`config.mk`:
```
export PLATFORM = sky130hd
export DESIGN_NAME = wildcard_sel_matcher
export DESIGN_NICKNAME = d
export VERILOG_FILES = /design/src/rtl/wildcard_sel_pkg.sv /design/src/rtl/wsm_prio_enc.sv /design/src/rtl/wildcard_sel_matcher.sv
export SDC_FILE = /design/constraint.sdc
export NUM_CORES = 1
export LEC_CHECK = 0
export CAP_MARGIN = 0
export CORE_MARGIN = 2
export CORE_UTILIZATION = 42
export CTS_CLUSTER_SIZE = 14
export DETAILED_ROUTE_END_ITERATION = 6
export PLACE_DENSITY_LB_ADDON = 0.12
export SKIP_LAST_GASP = 1
export SYNTH_ARGS = -nofsm -noshare
export SYNTH_HDL_FRONTEND = slang
export SYNTH_SLANG_ARGS = --single-unit
export TNS_END_PERCENT = 10
```
`constraint.sdc`:
```
create_clock -name clk_i -period 5.41 [get_ports clk_i]
set_input_delay 1.623 -clock clk_i [delete_from_list [all_inputs] [get_ports clk_i]]
set_output_delay 1.623 -clock clk_i [all_outputs]
set_load 0.005 [all_outputs]
```
`src/rtl/wildcard_sel_pkg.sv`:
```
// Shared types and helpers for the wildcard select matcher: table entry layout and match rule.
package wildcard_sel_pkg;

  localparam int unsigned SEL_W = 4;
  localparam int unsigned N_ENT = 8;
  localparam int unsigned IDX_W = $clog2(N_ENT);
  localparam int unsigned CNT_W = 8;

  typedef struct packed {
    logic             en;
    logic [SEL_W-1:0] pat;
    logic [SEL_W-1:0] mask;
  } ent_t;

  // Mask bit set = don't-care; a fully masked enabled entry matches any select word.
  function automatic logic f_match(input logic [SEL_W-1:0] sel, input ent_t ent);
    return ent.en && (((sel ^ ent.pat) & ~ent.mask) == '0);
  endfunction

endpackage

```
`src/rtl/wsm_prio_enc.sv`:
```
// Lowest-index priority encoder: multi-hot request vector to hit flag plus index (0 when no hit).
module wsm_prio_enc #(
  parameter int unsigned N     = 8,
  parameter int unsigned IDX_W = $clog2(N)
) (
  input  logic [N-1:0]     vec_i,
  output logic             hit_c_o,
  output logic [IDX_W-1:0] idx_c_o
);

  // Scan from the top down so the lowest set bit is the last one written.
  always_comb begin
    hit_c_o = 1'b0;
    idx_c_o = '0;
    for (int i = int'(N) - 1; i >= 0; i--) begin
      if (vec_i[i]) begin
        hit_c_o = 1'b1;
        idx_c_o = IDX_W'(i);
      end
    end
  end

endmodule

```
`src/rtl/wildcard_sel_matcher.sv`:
```
// Programmable wildcard pattern table with registered lowest-index match result and saturating miss counter.
// Optional X/Z select checker (simulation only) enabled by defining SEL_XCHK_EN.
module wildcard_sel_matcher #(
  parameter int unsigned SEL_W = wildcard_sel_pkg::SEL_W,
  parameter int unsigned N_ENT = wildcard_sel_pkg::N_ENT,
  parameter int unsigned CNT_W = wildcard_sel_pkg::CNT_W,
  parameter int unsigned IDX_W = $clog2(N_ENT)
) (
  input  logic             clk_i,
  input  logic             reset_i,
  input  logic             cfg_we_i,
  input  logic [IDX_W-1:0] cfg_idx_i,
  input  logic [SEL_W-1:0] cfg_pat_i,
  input  logic [SEL_W-1:0] cfg_mask_i,
  input  logic             cfg_en_i,
  input  logic             in_valid_i,
  output logic             in_ready_o,
  input  logic [SEL_W-1:0] in_sel_i,
  output logic             out_valid_o,
  input  logic             out_ready_i,
  output logic             out_hit_o,
  output logic [IDX_W-1:0] out_idx_o,
  output logic             out_xflag_o,
  output logic [CNT_W-1:0] miss_cnt_o,
  output logic [CNT_W-1:0] x_cnt_o
);

  localparam logic [CNT_W-1:0] CNT_MAX = {CNT_W{1'b1}};

  wildcard_sel_pkg::ent_t table_q [N_ENT];

  logic [N_ENT-1:0] match_c;
  logic             hit_c;
  logic [IDX_W-1:0] idx_c;
  logic             sel_x_c;
  logic             accept_c;

  logic             out_valid_q, out_valid_d;
  logic             out_hit_q,   out_hit_d;
  logic [IDX_W-1:0] out_idx_q,   out_idx_d;
  logic             out_xflag_q, out_xflag_d;
  logic [CNT_W-1:0] miss_cnt_q,  miss_cnt_d;
  logic [CNT_W-1:0] x_cnt_q,     x_cnt_d;

  // Table write; lookups in the same cycle see the old contents.
  always_ff @(posedge clk_i) begin
    if (reset_i) begin
      for (int i = 0; i < int'(N_ENT); i++) table_q[i] <= '0;
    end else if (cfg_we_i) begin
      table_q[cfg_idx_i] <= '{en: cfg_en_i, pat: cfg_pat_i, mask: cfg_mask_i};
    end
  end

  always_comb begin
    match_c = '0;
    for (int i = 0; i < int'(N_ENT); i++) match_c[i] = wildcard_sel_pkg::f_match(in_sel_i, table_q[i]);
  end

  wsm_prio_enc #(
    .N     (N_ENT),
    .IDX_W (IDX_W)
  ) u_prio_enc (
    .vec_i   (match_c),
    .hit_c_o (hit_c),
    .idx_c_o (idx_c)
  );

`ifdef SEL_XCHK_EN
  assign sel_x_c = $isunknown(in_sel_i);
`else
  assign sel_x_c = 1'b0;
`endif

  assign in_ready_o = !out_valid_q || out_ready_i;
  assign accept_c   = in_valid_i && in_ready_o;

  always_comb begin
    out_valid_d = out_valid_q;
    out_hit_d   = out_hit_q;
    out_idx_d   = out_idx_q;
    out_xflag_d = out_xflag_q;
    miss_cnt_d  = miss_cnt_q;
    x_cnt_d     = x_cnt_q;
    if (accept_c) begin
      out_valid_d = 1'b1;
      out_hit_d   = hit_c && !sel_x_c;
      out_idx_d   = sel_x_c ? '0 : idx_c;
      out_xflag_d = sel_x_c;
      if (sel_x_c) begin
        if (x_cnt_q != CNT_MAX) x_cnt_d = x_cnt_q + CNT_W'(1);
      end else if (!hit_c) begin
        if (miss_cnt_q != CNT_MAX) miss_cnt_d = miss_cnt_q + CNT_W'(1);
      end
    end else if (out_ready_i) begin
      out_valid_d = 1'b0;
    end
  end

  always_ff @(posedge clk_i) begin
    if (reset_i) begin
      out_valid_q <= 1'b0;
      out_hit_q   <= 1'b0;
      out_idx_q   <= '0;
      out_xflag_q <= 1'b0;
      miss_cnt_q  <= '0;
      x_cnt_q     <= '0;
    end else begin
      out_valid_q <= out_valid_d;
      out_hit_q   <= out_hit_d;
      out_idx_q   <= out_idx_d;
      out_xflag_q <= out_xflag_d;
      miss_cnt_q  <= miss_cnt_d;
      x_cnt_q     <= x_cnt_d;
    end
  end

  assign out_valid_o = out_valid_q;
  assign out_hit_o   = out_hit_q;
  assign out_idx_o   = out_idx_q;
  assign out_xflag_o = out_xflag_q;
  assign miss_cnt_o  = miss_cnt_q;
  assign x_cnt_o     = x_cnt_q;

endmodule

```
### Word-level counts from Yosys, hierarchy flattened

Memory sizes are Yosys's and may differ from the RTL's.
Index checks and enable logic that the tools add are counted.
W data, S select, Z words.

| operators by class | value |
|---|---|
| $add $sub $neg | 1 |
| eq/ne operators | 1 |
| multiplexer cells | 26 |
| bitwise logic cells | 25 |
| reductions and logical operators | 22 |

Operators by type and width:

| kind | number |
|---|---|
| $and A4 B4 Y4 | 8 |
| $logic_not A4 Y1 | 8 |
| $not A4 Y4 | 8 |
| $xor A4 B4 Y4 | 8 |
| $mux W3 | 9 |
| $mux W1 | 16 |
| $logic_and A1 B1 Y1 | 9 |
| $mux W9 | 1 |
| $reduce_or A9 Y1 | 1 |
| $add A8 B1 Y8 const B | 1 |
| $ne A8 B8 Y1 const B | 1 |
| $reduce_and A3 Y1 | 1 |
| $reduce_bool A2 Y1 | 1 |
| $logic_not A1 Y1 | 1 |
| $logic_or A1 B1 Y1 | 1 |
| $not A1 Y1 | 1 |

| word-level totals | value |
|---|---|
| register bits | 13 |
| memory bits (writable) | 72 |
| output and inout port bits | 23 |
| word-level logic and storage cells | 80 |
| memories kept | 1 |

Memories:

| memory | words | bits a word | read ports | clocked after memory_dff | wr ports | RTL line | text |
|---|---|---|---|---|---|---|---|
| table_q | 8 | 9 | 8 | 0 | 8 | wildcard_sel_matcher.sv:30 | `wildcard_sel_pkg::ent_t table_q [N_ENT];` |

### Logic depth before layout (Yosys ltp)

Gate-level depths: netlist of run 1.
An unclocked memory read counts as a cell.

| logic depth | value |
|---|---|
| depth after elaboration | 15 |
| depth in mapped cells | 9 |
| gate-level depth less buffers | 7 |

### Modules after synthesis

A second synthesis of run 1 with hierarchy kept.

| second synthesis, totals | value |
|---|---|
| cells, all modules | 327 |
| area, all modules | 3,932.5 um2 |

Modules (own cells, without submodules):

| module | times used | cells each | area an instance (um2) | sequential area each (um2) |
|---|---|---|---|---|
| wildcard_sel_matcher | 1 | 314 | 3,852.4 | 2,422.3 |
| wsm_prio_enc | 1 | 13 | 80.1 | 0.0 |

### Least setup slack after synthesis of run 1

OpenSTA, ideal clock, no wires.

| timing path | value |
|---|---|
| path type | input port to output port |
| start point | in out_ready_i |
| end point | out in_ready_o |
| arrival | 1.926 ns |
| required time | 3.787 ns |
| slack | 1.861 ns |
| stages | 1 |
| path through | or2b_2 |

| between the ends | value |
|---|---|
| cells in the longest elaborated chain, start to end | 1 |

Ends and longest elaborated chain:

| element | RTL line | text |
|---|---|---|
| start: declaration | wildcard_sel_matcher.sv:20 | `input logic out_ready_i,` |
| $logic_or A1 B1 Y1 | wildcard_sel_matcher.sv:74 | `assign in_ready_o = !out_valid_q \|\| out_ready_i;` |
| end: declaration | wildcard_sel_matcher.sv:17 | `output logic in_ready_o,` |

No other way between the ends.

### Worst setup path after layout of run 1

Ends and elaborated chain as after synthesis.

==> out/results.ini, run 1 <==
[timing]
fin_crit_ns = 4.41
hold_violations = 0
tns_ns = 0
slew_headroom = 0.556
finalSetupViolCount = 0
timing.fmax_ghz = 0.227
slew_violations = 0
period_share = 0.815
grt_setup_unrepaired = no
skew_ns = 0.00788
worst_pin_slew_ns = 0.664

[finish]
design_area_mm2 = 0.00460
syn2layout_area_growth_pct = 15.6
layout-drive-gt1-share = 0.105
nNetsFinal = 379
fill_cells = 851
diodes = 0

[power_and_ir_drop]
max-vdd-ir-drop_mv = 0.169
netSwitchingFraction = 0.243
power_frac_clock = 0.332
p_int_w = 0.00103
switchingPower_w = 0.000332
combPwrFrac = 0.109
powerDensity_mw_per_mm2 = 297
p_leak_nw = 1.59
share_seq_of_total_power = 0.559

[die]
pin_count = 44
coreArea_mm2 = 0.00924
die_x_um = 101
dieArea_mm2 = 0.0103
die_h_um = 101
start_util = 0.431
num_rows = 35

[worst_setup_path]
regToRegSetupSlack_ns = 3.35
start_kind = input port
path_cells = clkdlybuf4s50_1 -> or2b_2 -> clkdlybuf4s50_1
critPathKind = input port to primary output
worstPathMaxFanout = 4
end_kind = primary output
reg2reg_from = table_q[2][4]
r2r_cells = 7
required_ns = 3.79
crit_top_cell = clkdlybuf4s50_1
slowest_stage = clkdlybuf4s50_1
cpPeakStageDelay_ns = 0.45
rr_endpoint = miss_cnt_o[7]
crit_arrival_ns = 2.78

[clock_network]
insertion_delay_ns = 0.35
cts_tree = yes
holdBufCountCts = 0
cts_buffers = 9
clk_path_buf_depth = 2
cts.clk_slew.worst_paths_ns = 0.09
htreeDepth = 3
cts_resized = 0
cts_root_buf = clkbuf_8
postCtsSetupBuffers = 0
cts.sinks = 85

[global_routing]
use_met2 = 0.276
grt_max_degree = 17
grtUsageMet3 = 0.0373
grt_pass1_wl_um = 12600
grtUsageTotal = 0.167
grt-busiest-layer = met2
grt.met1_usage = 0.220
antenna_found_initial = 0
grt_pass1_vias = 2400
overflow = 0

[placement]
gp_congestion = 0.756
port_buffers = 34
place_area_mm2 = 0.00441
dp_hpwl_um = 5190

[routing]
vias = 2419
post_drt_via_cell_ratio = 4.93
post_drt_wl_per_cell_um = 15.6
ant_nets = 0
drt_iter0_markers = 89
first_pass_iters = 4
wirelength_um = 7680
drcViolationCount = 0

[yosys]
synth.cell_area_mm2 = 0.00398
synth_edf_count = 72
synth_top_area_share = 0.543
yosys-top-cells-area = edfxtp_1, and2_1, xnor2_1
synth.distinct_cells = 49
async_flop_share = 0
yosysWarnings = 0
synth_common_cells = and2_1, edfxtp_1, xnor2_1, nor2_1, dfxtp_1
syn_avg_cell_area_um2 = 12.6
yosysTopAreaCell = edfxtp_1
synth_cells = 317
yosys_most_used_dff = edfxtp_1
seq_area_frac_synth = 0.608
ys_seq_elements = 85

[worst_hold_path]
min_path_type = flop to flop
holdPathEnd = out_idx_o[1]
min_from = out_idx_o[1]
whs_path_depth = 2

[outcome]
status = complete, no violations

[flow_run]
cap_violations = 0

[cell usage in the layout, fill, tap and decap left out, types with 3 or more instances in the layout]
master	n
or2_2	8
a21oi_1	6
inv_1	3
or3_1	5
o22ai_1	7
nor2_1	20
conb_1	9
nand2b_1	3
nor3_1	6
nand3_1	3
dfxtp_1	13
nand2_1	7
xnor2_1	32
buf_4	3
o21ai_0	9
clkdlybuf4s50_1	34
and2_1	72
clkbuf_8	9
o21ai_1	3
edfxtp_1	72
[critical path, delay by kind of cell]
kind                   cells  cell delay, ns
buffers and inverters      2            0.84
and+or+nand+nor            1            0.32
[metrics by stage]
stage	cells	utilization	power (W)	setup WS [ns]	hold slack, ns
6_report	491	0.498	0.00137	1.00	0.455
5_1_grt	491	0.498	0.00142	0.971	0.478
4_1_cts	491	0.498	0.00138	1.00	0.456
3_5_place_dp	475	0.477	0.000930	1.01	0.445
3_3_place_gp	475	0.477	0.000927	1.01	0.446
2_1_floorplan	325	-	0.000878	1.86	0.447
[registers in the layout (all words and copies together), names as in the netlist]
register	flops
table_q	72
miss_cnt_o	8
out_idx_o	3
out_hit_o	1
out_valid_o	1
[power by group through the flow]
stage / sequential, W / clock (W) / combinational, W
3_3_place_gp: 0.000778 / 0 / 0.000149
2_1_floorplan: 0.000776 / 0 / 0.000101
3_5_place_dp: 0.000779 / 0 / 0.000151
5_1_grt: 0.000768 / 0.000489 / 0.000165
6_report: 0.000763 / 0.000453 / 0.000149
4_1_cts: 0.000764 / 0.000462 / 0.000151
[routing by layer]
layer  up-vias  routed length (um)
li1       1178                   -
met1      1169                3520
met2        63                3670
met3         9                 370
met4         0                 115
met5         -                   0
[logic make-up after synthesis]
family,synth area share
adder cells (fa/ha/maj),0.00314
multiplexers,0.00251
AND/OR/NAND/NOR,0.209
other,0.000941
XOR/XNOR,0.0726
AO/OA/AOI/OAI,0.0682
buffers and inverters,0.0358
flip-flops,0.608
[area by class of cell]
cell class | instances | area [um2] | area share
tap | 129 | 161 | 0.0351
sequential | 85 | 2420 | 0.526
inverter | 3 | 11.3 | 0.00245
clock inverter | 7 | 73.8 | 0.0160
timing repair buffer | 37 | 363 | 0.0788
multi-input combinational | 221 | 1450 | 0.315
clock buffer | 9 | 124 | 0.0269
[how the worst max path moves through the flow]
stage	endpoint	cells past startpoint	slack (ns)	from
final	in_ready_o	3	1.00	out_ready_i
after floorplan	in_ready_o	1	1.86	out_ready_i
after global placement	in_ready_o	3	1.01	out_ready_i
after global routing	in_ready_o	3	0.97	out_ready_i
after CTS	in_ready_o	3	1.00	out_ready_i
after detailed placement	in_ready_o	3	1.01	out_ready_i
Note: power is estimated with default switching activity, not from simulation.
==> run 2: changes to the inputs <==
- clock period: 5.41 -> 4.6 ns (I/O delays scaled with it)
==> out/results.ini, run 2 (same netlist as run 1, synthesis figures left out) <==
[routing]
post_drt_via_cell_ratio = 4.85  ; -1.5%
post_drt_wl_per_cell_um = 16.1  ; +2.8%
wirelength_um = 7920  ; +3.2%
vias = 2393  ; -1.1%
first_pass_iters = 4  ; unchanged
ant_nets = 0  ; unchanged
drt_iter0_markers = 91  ; +2.2%
drcViolationCount = 0  ; unchanged

[timing]
finalSetupViolCount = 0  ; unchanged
worst_pin_slew_ns = 0.886  ; +0.221 ns
timing.fmax_ghz = 0.255
tns_ns = 0  ; unchanged
slew_violations = 0  ; unchanged
grt_setup_unrepaired = no
period_share = 0.851
skew_ns = 0.00865  ; +0.000764 ns
slew_headroom = 0.405  ; -0.151
hold_violations = 0  ; unchanged
fin_crit_ns = 3.92

[clock_network]
cts_resized = 0  ; unchanged
insertion_delay_ns = 0.35  ; about the same
clk_path_buf_depth = 2  ; unchanged
holdBufCountCts = 0  ; unchanged
htreeDepth = 3  ; unchanged
cts.clk_slew.worst_paths_ns = 0.09  ; about the same
cts_tree = yes
postCtsSetupBuffers = 0  ; unchanged
cts_root_buf = clkbuf_8
cts_buffers = 9  ; unchanged
cts.sinks = 85  ; unchanged

[global_routing]
grtUsageTotal = 0.171  ; +0.00342
grt_max_degree = 19  ; +2
antenna_found_initial = 0  ; unchanged
grt_pass1_vias = 2248  ; -6.3%
overflow = 0  ; unchanged
grt_pass1_wl_um = 12700  ; +0.82%

[die]
coreArea_mm2 = 0.00924  ; unchanged
pin_count = 44  ; unchanged
start_util = 0.431  ; unchanged
die_h_um = 101  ; unchanged
num_rows = 35  ; unchanged
dieArea_mm2 = 0.0103  ; unchanged
die_x_um = 101  ; unchanged

[finish]
largest_reg_flops = 72  ; unchanged
fill_cells = 840  ; -1.3%
syn2layout_area_growth_pct = 17.6
final_cell_mix = and2_1, edfxtp_1, clkdlybuf4s50_1
post-route-util = 0.507  ; +0.00853
diodes = 0  ; unchanged
layout-drive-gt1-share = 0.107  ; +0.00217
regArea_mm2 = 0.00242  ; unchanged
multi_input_area_mm2 = 0.00145  ; unchanged
nNetsFinal = 381  ; +0.53%
top_register = table_q

[worst_setup_path]
rr_endpoint = miss_cnt_o[7]
start_kind = input port
crit_arrival_ns = 2.54  ; -0.24 ns
worstPathMaxFanout = 4  ; unchanged
reg2reg_from = table_q[5][6]
regToRegSetupSlack_ns = 2.58  ; -0.77 ns
required_ns = 3.22  ; -0.57 ns
critPathKind = input port to primary output
end_kind = primary output
r2r_cells = 7  ; unchanged

[placement]
port_buffers = 34  ; unchanged
gp_congestion = 0.781  ; +3.4%
dp_hpwl_um = 5360  ; +3.2%

[flow_run]
cap_violations = 0  ; unchanged

[power_and_ir_drop]
powerDensity_mw_per_mm2 = 375  ; +27%
p_leak_nw = 1.63  ; +2.6%
max-vdd-ir-drop_mv = 0.196  ; +16%

[worst_hold_path]
whs_path_depth = 2  ; unchanged
holdPathEnd = out_idx_o[1]
min_path_type = flop to flop
min_from = out_idx_o[1]

[outcome]
status = complete, no violations

[run 2: area by class of cell]
cell class | count | share of cell area
well taps | 129 | 0.0345
repair buffers | 39 | 0.0807
flip-flops and latches | 85 | 0.517
inverters | 3 | 0.00240
clock inverters | 7 | 0.0294
clock buffers | 9 | 0.0264
multi-input cells | 221 | 0.309
[run 2: critical path, cell delays in order]
cell	delay, ns
clkdlybuf4s50_1	0.39
or2b_2	0.32
clkdlybuf4s50_1	0.45
[run 2: where the power goes]
part | total [W] | internal, W | switching (W)
logic | 0.000176 | 0.0000829 | 0.0000926
clock network | 0.000684 | 0.000414 | 0.000271
registers | 0.000899 | 0.000880 | 0.0000187
total | 0.00176 | 0.00138 | 0.000382
[run 2: routing by layer]
layer | wire (um) | vias to the layer above | global-route usage
li1 | - | 1184 | -
met1 | 3630 | 1141 | 0.233
met2 | 3800 | 59 | 0.269
met3 | 372 | 9 | 0.0317
met4 | 118 | 0 | 0.0717
met5 | 0 | - | 0
[run 2: metrics by stage]
| step | worst slack, ns | hold slack [ns] | cells | instance area, um2 | power [W] |
|---|---|---|---|---|---|
| after floorplan | 1.54 | 0.447 | 325 | 4010 | 0.00103 |
| after global placement | 0.678 | 0.446 | 477 | 4420 | 0.00109 |
| after detailed placement | 0.652 | 0.444 | 477 | 4420 | 0.00109 |
| after CTS | 0.672 | 0.455 | 493 | 4680 | 0.00177 |
| after global routing | 0.615 | 0.469 | 493 | 4680 | 0.00183 |
| final | 0.684 | 0.451 | 493 | 4680 | 0.00176 |
[run 2: how the worst max path moves through the flow]
stage	startpoint	end	slack, ns	depth (start not counted)
finish	out_ready_i	in_ready_o	0.68	3
CTS	out_ready_i	in_ready_o	0.67	3
global placement	in_sel_i[2]	miss_cnt_o[7]	0.68	8
detailed placement	in_sel_i[0]	miss_cnt_o[7]	0.65	8
global route	out_ready_i	in_ready_o	0.62	3
floorplan	out_ready_i	in_ready_o	1.54	1
